--- config.mk ---
export PLATFORM = sky130hd
export DESIGN_NAME = move_link_ctrl
export DESIGN_NICKNAME = d
export VERILOG_FILES = /design/src/rtl/move_link_ctrl_pkg.sv /design/src/rtl/move_link_ctrl_timer.sv /design/src/rtl/move_link_ctrl.sv
export SDC_FILE = /design/constraint.sdc
export NUM_CORES = 1
export LEC_CHECK = 0
export ABC_CLOCK_PERIOD_IN_PS = 3300
export BUFFER_PORTS_ARGS = -buffer_cell sky130_fd_sc_hd__buf_2
export CORE_UTILIZATION = 55
export DETAILED_ROUTE_END_ITERATION = 10
export HOLD_SLACK_MARGIN = 0.05
export PLACE_DENSITY = 0.85
export REMOVE_ABC_BUFFERS = 1
export SLEW_MARGIN = 20
export SYNTH_ARGS = -nofsm -noshare
export SYNTH_HDL_FRONTEND = slang
export SYNTH_SLANG_ARGS = --single-unit
--- constraint.sdc ---
create_clock -name clk_in -period 3.3 [get_ports clk_in]
set_input_delay 0.99 -clock clk_in [delete_from_list [all_inputs] [get_ports clk_in]]
set_output_delay 0.99 -clock clk_in [all_outputs]
set_load 0.05 [all_outputs]
--- src/rtl/move_link_ctrl_pkg.sv ---
// Shared types and default timing for the board-to-board move link controller.
package move_link_ctrl_pkg;
  localparam int MOVE_W          = 8;
  localparam int FRAME_CLKS_DEF  = 67_710;
  localparam int ACK_TIMEOUT_DEF = 6_500_000;
  localparam int MAX_RETRY_DEF   = 3;

  typedef enum logic [2:0] {
    IDLE,
    TX_MOVE,
    WAIT_ACK,
    COMMIT_L,
    COMMIT_R,
    TX_ECHO,
    ERROR
  } link_state_t;
endpackage

--- src/rtl/move_link_ctrl_timer.sv ---
// Saturating up-counter with clear/enable; done is high while the count sits at MAX.
module move_link_ctrl_timer #(
  parameter int MAX        = 15,
  parameter bit START_DONE = 1'b0
) (
  input  logic clk,
  input  logic rst_n,
  input  logic clear,
  input  logic en,
  output logic done
);
  localparam int W = $clog2(MAX + 1);
  localparam logic [W-1:0] TC = W'(MAX);

  logic [W-1:0] count;

  always_ff @(posedge clk or negedge rst_n) begin
    if (!rst_n)                 count <= START_DONE ? TC : '0;
    else if (clear)             count <= '0;
    else if (en && count != TC) count <= count + W'(1);
  end

  assign done = (count == TC);
endmodule

--- src/rtl/move_link_ctrl.sv ---
// Move link sequencer: sends local moves and waits for the echo, commits and echoes remote moves.
//  state    | meaning
//  IDLE     | waiting for a local move (my turn) or a remote byte (their turn)
//  TX_MOVE  | local move latched, waiting for frame gap before sending
//  WAIT_ACK | local move sent, waiting for the opponent's echo or timeout
//  COMMIT_L | echo matched, local move handed to game_fsm
//  COMMIT_R | remote byte handed to game_fsm
//  TX_ECHO  | waiting for frame gap to echo the remote byte back
//  ERROR    | retries exhausted; absorbing until reset
module move_link_ctrl
  import move_link_ctrl_pkg::*;
#(
  parameter int PKT_LEN     = MOVE_W,
  parameter int FRAME_CLKS  = FRAME_CLKS_DEF,
  parameter int ACK_TIMEOUT = ACK_TIMEOUT_DEF,
  parameter int MAX_RETRY   = MAX_RETRY_DEF
) (
  input  logic               clk_in,
  input  logic               rst_n_in,
  input  logic               my_turn,
  input  logic               local_valid,
  input  logic [PKT_LEN-1:0] local_move,
  input  logic               rx_ready,
  input  logic [PKT_LEN-1:0] rx_data,
  output logic               tx_trigger,
  output logic [PKT_LEN-1:0] tx_data,
  output logic               move_valid,
  output logic [PKT_LEN-1:0] move_out,
  output logic               busy,
  output logic               link_error
);
  localparam int RW = $clog2(MAX_RETRY + 1);

  logic [1:0]         rst_sync;
  logic               rst_n;
  link_state_t        state, state_nxt;
  logic [PKT_LEN-1:0] mv, mv_nxt, tx_hold, move_hold;
  logic [RW-1:0]      retry, retry_nxt;
  logic               gap_free, ack_done;

  // Assert asynchronously, release on the clock so all flops leave reset together.
  always_ff @(posedge clk_in or negedge rst_n_in) begin
    if (!rst_n_in) rst_sync <= '0;
    else           rst_sync <= {rst_sync[0], 1'b1};
  end
  assign rst_n = rst_sync[1];

  move_link_ctrl_timer #(.MAX(FRAME_CLKS), .START_DONE(1'b1)) u_gap (
    .clk(clk_in), .rst_n(rst_n), .clear(tx_trigger), .en(1'b1), .done(gap_free)
  );

  move_link_ctrl_timer #(.MAX(ACK_TIMEOUT), .START_DONE(1'b0)) u_ack (
    .clk(clk_in), .rst_n(rst_n), .clear(tx_trigger),
    .en(state == WAIT_ACK && gap_free), .done(ack_done)
  );

  always_ff @(posedge clk_in or negedge rst_n) begin
    if (!rst_n) begin
      state     <= IDLE;
      mv        <= '0;
      retry     <= '0;
      tx_hold   <= '0;
      move_hold <= '0;
    end else begin
      state <= state_nxt;
      mv    <= mv_nxt;
      retry <= retry_nxt;
      if (tx_trigger) tx_hold   <= mv;
      if (move_valid) move_hold <= mv;
    end
  end

  always_comb begin
    state_nxt  = state;
    mv_nxt     = mv;
    retry_nxt  = retry;
    tx_trigger = 1'b0;
    move_valid = 1'b0;
    case (state)
      IDLE: begin
        if (local_valid && my_turn) begin
          mv_nxt    = local_move;
          retry_nxt = '0;
          state_nxt = TX_MOVE;
        end else if (rx_ready && !my_turn) begin
          mv_nxt    = rx_data;
          state_nxt = COMMIT_R;
        end
      end
      TX_MOVE: begin
        if (gap_free) begin
          tx_trigger = 1'b1;
          state_nxt  = WAIT_ACK;
        end
      end
      WAIT_ACK: begin
        if (rx_ready && rx_data == mv) begin
          state_nxt = COMMIT_L;
        end else if (rx_ready || ack_done) begin
          if (retry < RW'(MAX_RETRY)) begin
            retry_nxt = retry + RW'(1);
            state_nxt = TX_MOVE;
          end else begin
            state_nxt = ERROR;
          end
        end
      end
      COMMIT_L: begin
        move_valid = 1'b1;
        state_nxt  = IDLE;
      end
      COMMIT_R: begin
        move_valid = 1'b1;
        state_nxt  = TX_ECHO;
      end
      TX_ECHO: begin
        if (gap_free) begin
          tx_trigger = 1'b1;
          state_nxt  = IDLE;
        end
      end
      ERROR:   state_nxt = ERROR;
      default: state_nxt = IDLE;
    endcase
  end

  // Outputs show the new byte on the pulse cycle itself, then hold it.
  assign tx_data    = tx_trigger ? mv : tx_hold;
  assign move_out   = move_valid ? mv : move_hold;
  assign busy       = (state != IDLE) && (state != ERROR);
  assign link_error = (state == ERROR);
endmodule

Word level (Yosys, flattened, before mapping)
Index checks and enable logic that the tools add are counted.

word-level totals
  register bits = 71
  bits in latches = 0
  bits in writable memories = 0
  bits in read-only memories = 0
  input port bits = 21
  output and inout port bits = 20
  word-level logic and storage cells = 75
  memories = 0

operators by class
  add/subtract/negate cells = 3
  multiply operators = 0
  div/mod/pow operators = 0
  magnitude comparators = 1
  equality and inequality tests = 20
  shifts and indexed selects = 0
  mux-type cells = 24
  bitwise logic cells = 0
  reductions and logical operators = 19

operators with widths
  kind                   number
  $mux 23                2
  $mux 17                2
  $mux 8                 4
  $add 23x1->23 const B  1
  $eq 23x23->1 const B   1
  $ne 23x23->1 const B   1
  $mux 3                 7
  $pmux 3 s6             1
  $add 17x1->17 const B  1
  $eq 17x17->1 const B   1
  $ne 17x17->1 const B   1
  $eq 3x3->1 const B     3
  $eq 8x8->1             1
  $mux 2                 4
  $ne 2x2->1 const B     4
  $reduce_bool 2->1      4
  $eq 3x2->1 const B     2
  $logic_and 1x1->1      6
  $ne 3x3->1 const B     2
  $reduce_and 5->1       1
  $ne 2x1->1 const B     2
  $pmux 2 s2             1
  $reduce_and 4->1       1
  $reduce_or 2->1        2
  10 further kinds       12

Depth between registers and ports, before layout
  word-level depth = 5
  mapped depth = 8

Cells and area by module
From an unflattened synthesis, not the netlist that was laid out.

unflattened totals
  cells, all modules = 376
  area, all modules = 3833.7 sq um

by module, submodules not included
  module                        times used  cells each  area each (sq um)  sequential area each (sq um)
  move_link_ctrl                1           130         1511.4             775.7
  move_link_ctrl_timer (u_ack)  1           140         1286.2             575.6
  move_link_ctrl_timer (u_gap)  1           106         1036.0             435.4

Least setup slack after synthesis
Ideal clock, no wire load.

  path type = register to output
  from = register u_gap.count[1]
  to = output tx_data[5]
  arrival = 1997 ps
  slack = 313 ps
  cell stages (with the launch flop) = 8
  path buffers = 1
  path through = dfstp_2 -> ha_1 -> and4bb_2 -> and4_4 -> and2_0 -> buf_2 -> nand2_1 -> nand2_1

between the ends
  cells in the longest elaborated chain, start to end = 4

ends and longest elaborated chain
  element                 line                                         source
  from (decl)             move_link_ctrl_timer.sv:15                   logic [W-1:0] count;
  from (signal assigned)  move_link_ctrl_timer.sv:18                   if (!rst_n) count <= START_DONE ? TC : '0;
  from (signal assigned)  move_link_ctrl_timer.sv:20                   else if (en && count != TC) count <= count + W'(1);
  $eq 17x17->1            move_link_ctrl_timer.sv:23                   assign done = (count == TC);
  $mux 1                  move_link_ctrl.sv:91, move_link_ctrl.sv:117
  $mux 1                  -
  $mux 8                  -
  to (decl)               move_link_ctrl.sv:26                         output logic [PKT_LEN-1:0] tx_data,

No other way between the ends.

Worst setup path after layout
  from = register u_gap.count[1]
  to = output tx_data[6]

The elaborated chain is that of the path after synthesis.

==> flow_metrics.env <==
export IMPL_syn_cell_area_um2=3760
export IMPL_worstMarginPinSlew_ps=783
export IMPL_synth_seq_area_share_pct=47.5
export IMPL_cts_inserted_buffers=9
export IMPL_firstDrtPassIters=4
export IMPL_cts_tree="done"
export IMPL_min_period_over_period_pct=98.7
export IMPL_tritoncts_num_sinks=71
export IMPL_antenna_left=0
export IMPL_yosysTopAreaCellShare_pct=41.9
export IMPL_hpwlAfterDp_um=5610
export IMPL_areaGrowthSynthToFinish_pct=17.8
export IMPL_startpoint_type="register"
export IMPL_dpl_cell_area_um2=4080
export IMPL_fmax_ghz=0.307
export IMPL_globalRouteMet3Util_pct=6.49
export IMPL_viasPerCell=6.10
export IMPL_cts_buffer_depth=2
export IMPL_skew_ps=6.87
export IMPL_route_detailed_drc=0
export IMPL_crit_fanout=7
export IMPL_fillers=458
export IMPL_synth_largest_area_cell="dfrtp_1"
export IMPL_synth_area_leaders="dfrtp_1 42%, dfstp_2 5.6%, xnor2_1 5.4%, nand2_1 4.5%, nor2_1 3.8%"
export IMPL_grt_overflow=0
export IMPL_r2r_start="u_gap.count[1]"
export IMPL_hp_class="reg -> async"
export IMPL_use_met1_pct=32.4
export IMPL_grt_usage_pct=25.2
export IMPL_antenna_found_initial=0
export IMPL_ys_flop_type="dfrtp_1"
export IMPL_grt_max_degree=52
export IMPL_synth_edf_count=0
export IMPL_final_hold_viol_count=0
export IMPL_port_buffers=40
export IMPL_busiest_layer="met2"
export IMPL_clock_latency_ps=350
export IMPL_drive_gt1_share_pct=26.7
export IMPL_cp_data_required_time_ps=2310
export IMPL_grt_pass1_wl_um=14200
export IMPL_initial_utilization_pct=58.2
export IMPL_fin_area_um2=4430
export IMPL_ys_types=57
export IMPL_leakagePower_nw=1.94
export IMPL_die_y_um=84.7
export IMPL_ctsHtreeMaxLevel=3
export IMPL_wl_um=8700
export IMPL_fin_setup_tns_ps=0
export IMPL_ir_worst_vdd_mv=0.652
export IMPL_critPathArrivalTime_ps=2270
export IMPL_grt_setup_unrepaired="yes"
export IMPL_status="completed"
export IMPL_drt_iter0_drc=243
export IMPL_dp_cells=494
export IMPL_slew_violations=0
export IMPL_instances_no_fill=516
export IMPL_met2_usage_pct=41.0
export IMPL_root_buffer="clkbuf_8"
export IMPL_setup_viol=0
export IMPL_cp_end_kind="primary output"
export IMPL_syn_inst=378
export IMPL_async_reset_ff_share_pct=100
export IMPL_worstSetupStartpoint="u_gap.count[1]"
export IMPL_gp_congestion=0.869
export IMPL_wl_per_cell_um=16.9
export IMPL_worstSetupPathType="reg -> out"
export IMPL_max_cap_viol_count=0
export IMPL_whs_ps=346
export IMPL_relSlewSlack_pct=47.3
export IMPL_vias=3146
export IMPL_ys_ff_latch=71
export IMPL_rows=29
export IMPL_clk_pin_slew_ps=80
export IMPL_die_w_um=84.7
export IMPL_holdBufCountCts=0
export IMPL_core_um2=6460
export IMPL_nets=460
export IMPL_r2r_cells=6
export IMPL_yosysWarningCount=0
export IMPL_first_global_vias=3020
export IMPL_n_antenna_cell=0
export IMPL_fin_crit_ps=3260
export IMPL_syn_avg_cell_area_um2=9.95
export IMPL_pwr_density_cell_nw_per_um2=584
export IMPL_reg2reg_to="u_ack.count[3]"
export IMPL_die_area_um2=7170
export IMPL_ios=41
export IMPL_rrSetupSlack_ps=700
cells in the mapped netlist, types with 4 or more instances:
| cell | count |
|---|---|
| o211ai_1 | 6 |
| clkbuf_1 | 5 |
| nand2_1 | 45 |
| xnor2_1 | 23 |
| nor3_1 | 12 |
| dfstp_2 | 8 |
| dfrtp_1 | 63 |
| nand4_1 | 14 |
| o21ai_0 | 8 |
| nand2b_1 | 4 |
| mux2_2 | 9 |
| xor2_1 | 9 |
| nor2_1 | 38 |
| inv_1 | 14 |
| nand3_1 | 17 |
| o31ai_1 | 5 |
| mux2i_1 | 8 |
| ha_1 | 5 |
| a21oi_1 | 14 |
| and3_1 | 9 |
| buf_2 | 4 |
| nor4_1 | 7 |
registers in the layout, indices dropped and copies added, names as in the netlist:
register	cells
move_hold	8
mv	8
retry	2
rst_sync	2
state	3
tx_hold	8
u_ack.count	23
u_gap.count	17
cells in the final DEF (no fill, tap or decap), types with 3 or more instances in the layout:
cell / synthesis / layout
ha_1: 5 / 5
nand2_2: 0 / 9
o211ai_1: 6 / 6
dfrtp_1: 63 / 62
nand3_1: 17 / 17
nor3_1: 12 / 12
buf_6: 1 / 5
nor2b_1: 3 / 3
and4_1: 3 / 3
clkbuf_8: 0 / 9
clkinv_4: 0 / 3
inv_1: 14 / 14
nand2b_1: 4 / 4
a31oi_1: 3 / 3
nand2_1: 45 / 36
nand4_1: 14 / 14
o21a_1: 3 / 3
o21ai_0: 8 / 8
buf_4: 0 / 13
buf_8: 0 / 5
nor2_1: 38 / 38
buf_2: 4 / 32
nand4_2: 3 / 3
nor4_1: 7 / 7
a21oi_1: 14 / 14
o31ai_1: 5 / 5
mux2_2: 9 / 9
mux2i_1: 8 / 8
and3_1: 9 / 9
xor2_1: 9 / 9
dfstp_2: 8 / 8
xnor2_1: 23 / 23
worst max-delay path, cell delays in order, from the launching register on:
cell and delay (ps):
dfstp_2 560, ha_1 140, and4bb_2 280, and4_4 270, and2_4 170, buf_6 130, nand2_1 80, nand2_2 110
buf_8 150
where the power goes:
| part | internal (mW) | total (mW) | switching, mW |
|---|---|---|---|
| clock network | 0.350 | 0.698 | 0.348 |
| logic | 0.245 | 0.713 | 0.468 |
| registers | 1.04 | 1.17 | 0.136 |
stage by stage:
step	setup slack, ps	power, mW	util, %
after floorplan	258	1.65	-
after detailed placement	305	1.82	63.1
after global routing	-22.1	2.68	68.6
after global placement	397	1.79	63.1
after CTS	5.38	2.55	67.0
final	42.6	2.59	68.6
cell families (layout without fill, tap and decap cells):
kind of cell               count (synthesis)  after routing  synth area share [%]
DFF                                       71             71                  47.5
AOI/OAI and AO/OA                         49             49                  8.59
muxes                                     18             18                  5.19
other                                      1              1                0.0997
buffers and inverters                     24             85                  2.73
xor gates and xnor gates                  32             32                  7.45
adders and majority gates                  5              5                  1.66
and+or+nand+nor                          178            178                  26.8
routing by layer:
metal / vias up / wire, um
li1: 1464 / -
met5: - / 0
met2: 106 / 4280
met3: 26 / 407
met4: 0 / 242
met1: 1550 / 3780
worst max path at each step:
stage	slack [ps]	depth (start not counted)	endpoint
floorplan	260	6	tx_data[0]
global placement	400	8	tx_data[7]
detailed placement	310	8	tx_data[4]
CTS	5	8	tx_data[1]
global route	-20	8	tx_data[6]
finish	40	8	tx_data[6]
timing repair:
item,in CTS,in global routing
cloned,0,1
setup endpoints to repair,8,8
setup buffers,0,5
hold endpoints to repair,0,0
resized for setup,18,19
pin swaps,1,3
final cells by class:
type,count,area [um^2],share of cell area [%]
flip-flops and latches,71,1790,40.4
well taps,77,96.3,2.18
multi-input cells,283,1900,42.9
clock buffers,9,124,2.80
clock inverters,7,73.8,1.67
repair buffers,55,389,8.79
inverters,14,52.6,1.19
No activity file was read; power rests on OpenSTA's default activity.
